===== src/rtl/rbm_vote_scheduler.sv =====
// Vote scheduler for repeated stochastic RBM inference passes: drives the layer chain,
// accumulates per-class votes, and picks the winner by count limit or by leader margin.

module rbm_vote_ctr #(
  parameter int unsigned count_bitlength = 12
) (
  input  logic                       clock,
  input  logic                       reset,
  input  logic                       i_clr,
  input  logic                       i_inc,
  output logic [count_bitlength-1:0] o_cnt
);
  logic [count_bitlength-1:0] r_cnt;

  // Saturate at all-ones so a long run never wraps a leader back to zero.
  always_ff @(posedge clock or posedge reset) begin
    if (reset)                      r_cnt <= '0;
    else if (i_clr)                 r_cnt <= '0;
    else if (i_inc && r_cnt != '1)  r_cnt <= r_cnt + 1'b1;
  end

  assign o_cnt = r_cnt;
endmodule

module rbm_vote_scheduler #(
  parameter int unsigned output_dim      = 10,
  parameter int unsigned count_bitlength = 12,
  parameter int unsigned idx_bitlength   = 4,
  parameter int unsigned iteration_num   = 100,
  parameter int unsigned min_iterations  = 10,
  parameter int unsigned margin          = 20
) (
  input  logic                                  clock,
  input  logic                                  reset,
  input  logic                                  in_valid,
  output logic                                  in_ready,
  output logic                                  layer_reset,
  output logic                                  layer_start,
  input  logic                                  layer_finish,
  input  logic [output_dim-1:0]                 layer_votes,
  output logic [output_dim*count_bitlength-1:0] vote_counts,
  output logic [idx_bitlength-1:0]              class_idx,
  output logic [9:0]                            iterations_done,
  output logic                                  early_exit,
  output logic                                  out_valid,
  input  logic                                  out_ready
);
  typedef enum logic [2:0] {S_IDLE, S_LRST, S_RUN, S_ACCUM, S_SCAN, S_DECIDE, S_DONE} state_t;

  state_t                                       r_state, w_state_nxt;
  logic [output_dim-1:0]                        r_votes;
  logic [output_dim-1:0][count_bitlength-1:0]   w_counts;
  logic [idx_bitlength-1:0]                     r_scan_idx, r_top_idx, r_class;
  logic [count_bitlength-1:0]                   r_top, r_second, w_scan_val;
  logic [9:0]                                   r_iters;
  logic                                         r_early, r_in_ready, r_layer_reset, r_layer_start, r_out_valid;
  logic                                         w_accept, w_scan_last, w_last_iter, w_margin_hit;

  assign w_accept    = (r_state == S_IDLE) && in_valid;
  assign w_scan_last = (r_scan_idx == idx_bitlength'(output_dim - 1));
  assign w_last_iter = (r_iters == 10'(iteration_num));
  assign w_margin_hit = (margin != 0) && (r_iters >= 10'(min_iterations)) &&
                        (32'(r_top - r_second) >= margin);

  genvar g;
  generate
    for (g = 0; g < output_dim; g++) begin : g_lane
      rbm_vote_ctr #(.count_bitlength(count_bitlength)) u_ctr (
        .clock (clock),
        .reset (reset),
        .i_clr (w_accept),
        .i_inc ((r_state == S_ACCUM) && r_votes[g]),
        .o_cnt (w_counts[g])
      );
    end
  endgenerate

  always_comb begin
    w_scan_val = '0;
    for (int i = 0; i < output_dim; i++)
      if (r_scan_idx == idx_bitlength'(i)) w_scan_val = w_counts[i];
  end

  always_ff @(posedge clock or posedge reset) begin
    if (reset) r_state <= S_IDLE;
    else       r_state <= w_state_nxt;
  end

  always_comb begin
    w_state_nxt = r_state;
    unique case (r_state)
      S_IDLE:   if (in_valid)     w_state_nxt = S_LRST;
      S_LRST:                     w_state_nxt = S_RUN;
      S_RUN:    if (layer_finish) w_state_nxt = S_ACCUM;
      S_ACCUM:                    w_state_nxt = S_SCAN;
      S_SCAN:   if (w_scan_last)  w_state_nxt = S_DECIDE;
      S_DECIDE: w_state_nxt = (w_last_iter || w_margin_hit) ? S_DONE : S_LRST;
      S_DONE:   if (out_ready)    w_state_nxt = S_IDLE;
      default:                    w_state_nxt = S_IDLE;
    endcase
  end

  // Handshake/control outputs are registered off the next state so they line up with it.
  always_ff @(posedge clock or posedge reset) begin
    if (reset) begin
      r_in_ready    <= 1'b1;
      r_layer_reset <= 1'b1;
      r_layer_start <= 1'b0;
      r_out_valid   <= 1'b0;
    end else begin
      r_in_ready    <= (w_state_nxt == S_IDLE);
      r_layer_reset <= (w_state_nxt != S_RUN);
      r_layer_start <= (w_state_nxt == S_RUN);
      r_out_valid   <= (w_state_nxt == S_DONE);
    end
  end

  always_ff @(posedge clock or posedge reset) begin
    if (reset) begin
      r_votes    <= '0;
      r_iters    <= '0;
      r_early    <= 1'b0;
      r_class    <= '0;
      r_scan_idx <= '0;
      r_top      <= '0;
      r_top_idx  <= '0;
      r_second   <= '0;
    end else begin
      unique case (r_state)
        S_IDLE: if (w_accept) begin
          r_iters <= '0;
          r_early <= 1'b0;
          r_class <= '0;
        end
        S_RUN: if (layer_finish) r_votes <= layer_votes;
        S_ACCUM: begin
          r_iters    <= r_iters + 10'd1;
          r_scan_idx <= '0;
        end
        S_SCAN: begin
          r_scan_idx <= r_scan_idx + 1'b1;
          if (r_scan_idx == '0) begin
            r_top     <= w_scan_val;
            r_top_idx <= '0;
            r_second  <= '0;
          end else if (w_scan_val > r_top) begin
            r_second  <= r_top;
            r_top     <= w_scan_val;
            r_top_idx <= r_scan_idx;
          end else if (w_scan_val > r_second) begin
            // An equal-to-top value lands here: lower index wins, margin collapses to 0.
            r_second  <= w_scan_val;
          end
        end
        S_DECIDE: begin
          r_class <= r_top_idx;
          r_early <= !w_last_iter && w_margin_hit;
        end
        default: ;
      endcase
    end
  end

  assign in_ready        = r_in_ready;
  assign layer_reset     = r_layer_reset;
  assign layer_start     = r_layer_start;
  assign out_valid       = r_out_valid;
  assign vote_counts     = w_counts;
  assign class_idx       = r_class;
  assign iterations_done = r_iters;
  assign early_exit      = r_early;
endmodule


===== config.mk =====
export PLATFORM = sky130hd
export DESIGN_NAME = rbm_vote_scheduler
export DESIGN_NICKNAME = d
export VERILOG_FILES = /design/src/rtl/rbm_vote_scheduler.sv
export SDC_FILE = /design/constraint.sdc
export NUM_CORES = 1
export LEC_CHECK = 0
export ABC_AREA = 1
export CAP_MARGIN = 15
export CORE_ASPECT_RATIO = 1.2
export CORE_MARGIN = 2
export CORE_UTILIZATION = 40
export DETAILED_ROUTE_END_ITERATION = 8
export GPL_TIMING_DRIVEN = 0
export PLACE_DENSITY = 0.69
export RECOVER_POWER = 25
export SYNTH_ARGS = -nofsm -noshare
export SYNTH_HDL_FRONTEND = slang
export SYNTH_SLANG_ARGS = --single-unit

===== constraint.sdc =====
create_clock -name clock -period 5.41 [get_ports clock]
set_input_delay 0.541 -clock clock [delete_from_list [all_inputs] [get_ports clock]]
set_output_delay 0.541 -clock clock [all_outputs]
set_load 0.02 [all_outputs]

==> results by group <==
Status
  – Status: finished with violations
  – Failing checks: max-capacitance violations, max-slew violations

Critical path
  – Critical Path End Type: flip-flop
  – CP dominant cell by count: nand2_1
  – Timing startpoint of the critical path: r_scan_idx[1]
  – Slowest stage cell, crit path: dfrtp_1
  – Element type at the critical path start: flip-flop
  – Worst-path maximum fanout: 10
  – Largest stage delay, worst path: 0.43 ns
  – Arrival time worst endpoint: 4.58 ns
  – Data required time at the worst endpoint: 5.74 ns
  – Launch instance of the worst register-to-register path: r_scan_idx[1]
  – Start-to-end type of the worst setup path: flip-flop to flip-flop

Routing
  – Wire length reported by the detailed router: 36800 um
  – Average wire per standard cell: 16.6 um
  – Length of the first detailed-routing pass in iterations: 6
  – Number of nets with antenna violations after detailed routing: 0
  – Vias after detailed routing: 11800
  – Total DRC errors in the routed layout: 0
  – Initial drt markers: 951
  – Average vias per placed instance: 5.33

Timing
  – Setup Total Neg Slack: 0 ns
  – Highest Clock Rate: 236 MHz
  – Slew of the pin with the lowest slew margin: 2.10 ns
  – Final hold violations: 0
  – Minimum period implied by the final worst setup slack: 4.24 ns
  – Setup repair after global routing missed its margin: no
  – Worst slew margin relative to its limit: -40.0%
  – Clk_skew: 0.0115 ns
  – Final setup vio count: 0
  – Max-slew violations: 78
  – Ratio of final minimum period to clock period: 78.5%

Global route
  – Pin count of the biggest net entering global routing: 43
  – First-pass GRT wire length: 57400 um
  – Antenna violations before repair: 0
  – Congestion Overflow GR: 0
  – Aggregate global-route resource usage: 23.9%
  – Number of global-route vias before repair: 11000

Logic synthesis
  – Cell Area, Synth: 11700 um2
  – Synth unique cells: 53
  – Avg Inst Size Synth: 7.12 um2
  – Area fraction in compound gates after synthesis: 14.0%
  – Simple-Gate Fraction of Synth Area: 29.6%
  – Number of warnings printed during yosys synthesis: 0
  – Mux share of post-synthesis cell area: 0%
  – Area fraction of the dominant cell type after synthesis: 39.0%
  – Dominant cell type by area after synthesis: dfrtp_1
  – Post-synthesis net count: 1707
  – Xor-xnor portion of the synthesized cell area: 0.300%
  – Adder and majority cell fraction of the synthesized area: 5.86%
  – Sequential share of the synthesized area: 39.5%
  – Largest cells by area after synthesis: dfrtp_1, nand2_1, inv_1
  – Largest family of logic cells by synthesized area: simple AND/OR/NAND/NOR gates
  – Gate count of the mapped netlist: 1638
  – Number of storage elements in the synthesis netlist: 184

Pwr
  – Peak supply drop: 0.283 mV
  – Leakage: 6.52 nW
  – Power density over the cells: 474 nW/um2

Placement
  – Routability cong.: 0.927
  – Placed standard-cell area: 13800 um2
  – Port buffer count: 153
  – DP Cell Count: 2180
  – HPWL reported at the end of detailed placement: 28700 um

Finish
  – P&R area growth vs syn: 23.1%
  – Antenna Diode Count: 0
  – Commonest non-fill, non-tap cell in the layout: nand2_1
  – Ratio of cells with drive above 1 in the final layout: 5.15%
  – Post-route cell area: 14400 um2
  – Most frequent cells in the layout: nand2_1, inv_1, dfrtp_1
  – Count of fill cells added during filler insertion: 2919
  – Final non-filler cell total: 2212
  – Final net count: 1883

Floorplan
  – Vert. Die Dim: 191 um
  – Overall die width: 160 um
  – Die Footprint: 30600 um2
  – Placeable core region: 28800 um2
  – Effective utilization at floorplan: 40.6%
  – Total I/O pin count: 154
  – Number of rows created at floorplan: 68

Clock network
  – Number of gates resized after CTS: 0
  – Clock latency reported for the late side of the worst-skew pair: 0.45 ns
  – Cts-stage hold buffer count: 0
  – Sink count of the clock tree: 184
  – Maximum level of the CTS H-tree: 4
  – CTS Buf Count: 17
  – CTS tree: yes
  – Clock buffer depth: 2
  – CTS root buffer: clkbuf_16
  – Reg clk slew, reported paths: 0.07 ns
  – Number of buffers inserted to repair setup after CTS: 0

Worst hold path
  – Hold/Removal Path Class: flip-flop to flip-flop
  – Startpoint of the lowest-slack hold path: r_second[7]

Job
  – Maximum Capacitance Violations: 2
[cell families (layout without fill, tap and decap cells)]
| family | Yosys count | count (layout) |
|---|---|---|
| AND/OR/NAND/NOR | 784 | 784 |
| XOR/XNOR | 4 | 4 |
| AO/OA/AOI/OAI | 294 | 294 |
| adder cells (fa/ha/maj) | 54 | 54 |
| buffers and inverters | 318 | 507 |
| flip-flops | 184 | 184 |
[worst max-delay path: cells and delay by family (launching register included)]
family	cells	cell delay [ns]
compound gates	2	0.41
buf+inv	5	0.90
fa+ha+maj	2	0.55
simple gates	16	1.86
flops	1	0.43
[metal layers]
metal  wire length, um  track usage (%)  part of all wire [%]  vias to the layer above
met2             18000             41.6                    49                      400
met1             14600             28.7                    40                     5588
met3              2300             3.71                   6.3                       97
li1                  -                -                     -                     5713
met4              1820             12.5                   4.9                        0
met5                 0                0                     0                        -
[per-stage QoR]
stage	hold slack (ns)	power, W	setup slack [ns]	util (%)
after floorplan	0.449	0.00429	2.21	-
after global placement	0.463	0.00529	0.898	47.6
after detailed placement	0.466	0.00539	1.17	47.9
after CTS	0.485	0.00681	1.14	50.2
after global routing	0.502	0.00734	0.617	49.9
final	0.482	0.00680	1.17	49.9
[area by class of cell]
type	instances	area [um2]	share of cell area, %
multi-input cells	1136	5810	40.4
flip-flops and latches	184	4610	32.1
repair buffers	157	1550	10.8
inverters	275	1040	7.22
well taps	385	482	3.35
clock buffers	18	439	3.06
clock inverters	14	221	1.54
plain buffers	43	219	1.52
[path summary, 6_finish.rpt]
| path | end | slack (ns) | depth (start not counted) |
|---|---|---|---|
| max | r_second[8] | 1.17 | 25 |
| min | r_second[7] | 0.48 | 2 |
| max reg2reg | r_second[8] | 1.17 | 25 |
| min reg2reg | r_second[7] | 0.48 | 2 |
| max in group asynchronous | g_lane[8].u_ctr.o_cnt[3] | 1.32 | 4 |
| min in group asynchronous | iterations_done[7] | 0.83 | 2 |
[power by group]
group	switching [W]	internal [W]
sequential	0.000209	0.00158
clock	0.000579	0.000837
combinational	0.00239	0.00121
total	0.00317	0.00363
[synthesized netlist by cell type (all sizes together)]
cell type / number
a211oi: 7
a21boi: 1
a21oi: 98
a221oi: 3
a311oi: 1
a31oi: 4
a41oi: 1
and3: 2
and3b: 1
buf: 23
clkbuf: 20
clkinv: 1
dfrtp: 182
dfstp: 2
fa: 1
ha: 53
inv: 274
nand2: 394
nand3: 138
nand3b: 11
nand4: 25
nor2: 124
nor3: 74
nor3b: 1
nor4: 12
o2111ai: 1
o211a: 2
o211ai: 17
o21a: 13
o21ai: 142
o221a: 1
o22ai: 2
o31ai: 1
or2: 2
xnor2: 1
xor2: 3
[sequential cells by signal (all words and copies together) (netlist names)]
| register | count |
|---|---|
| in_ready | 1 |
| r_votes | 10 |
| layer_start | 1 |
| r_second | 12 |
| r_top_idx | 4 |
| early_exit | 1 |
| out_valid | 1 |
| class_idx | 4 |
| r_top | 12 |
| layer_reset | 1 |
| r_scan_idx | 4 |
| iterations_done | 10 |
| g_lane.u_ctr.o_cnt | 120 |
| r_state | 3 |
Power figures use the tool's default switching activity.
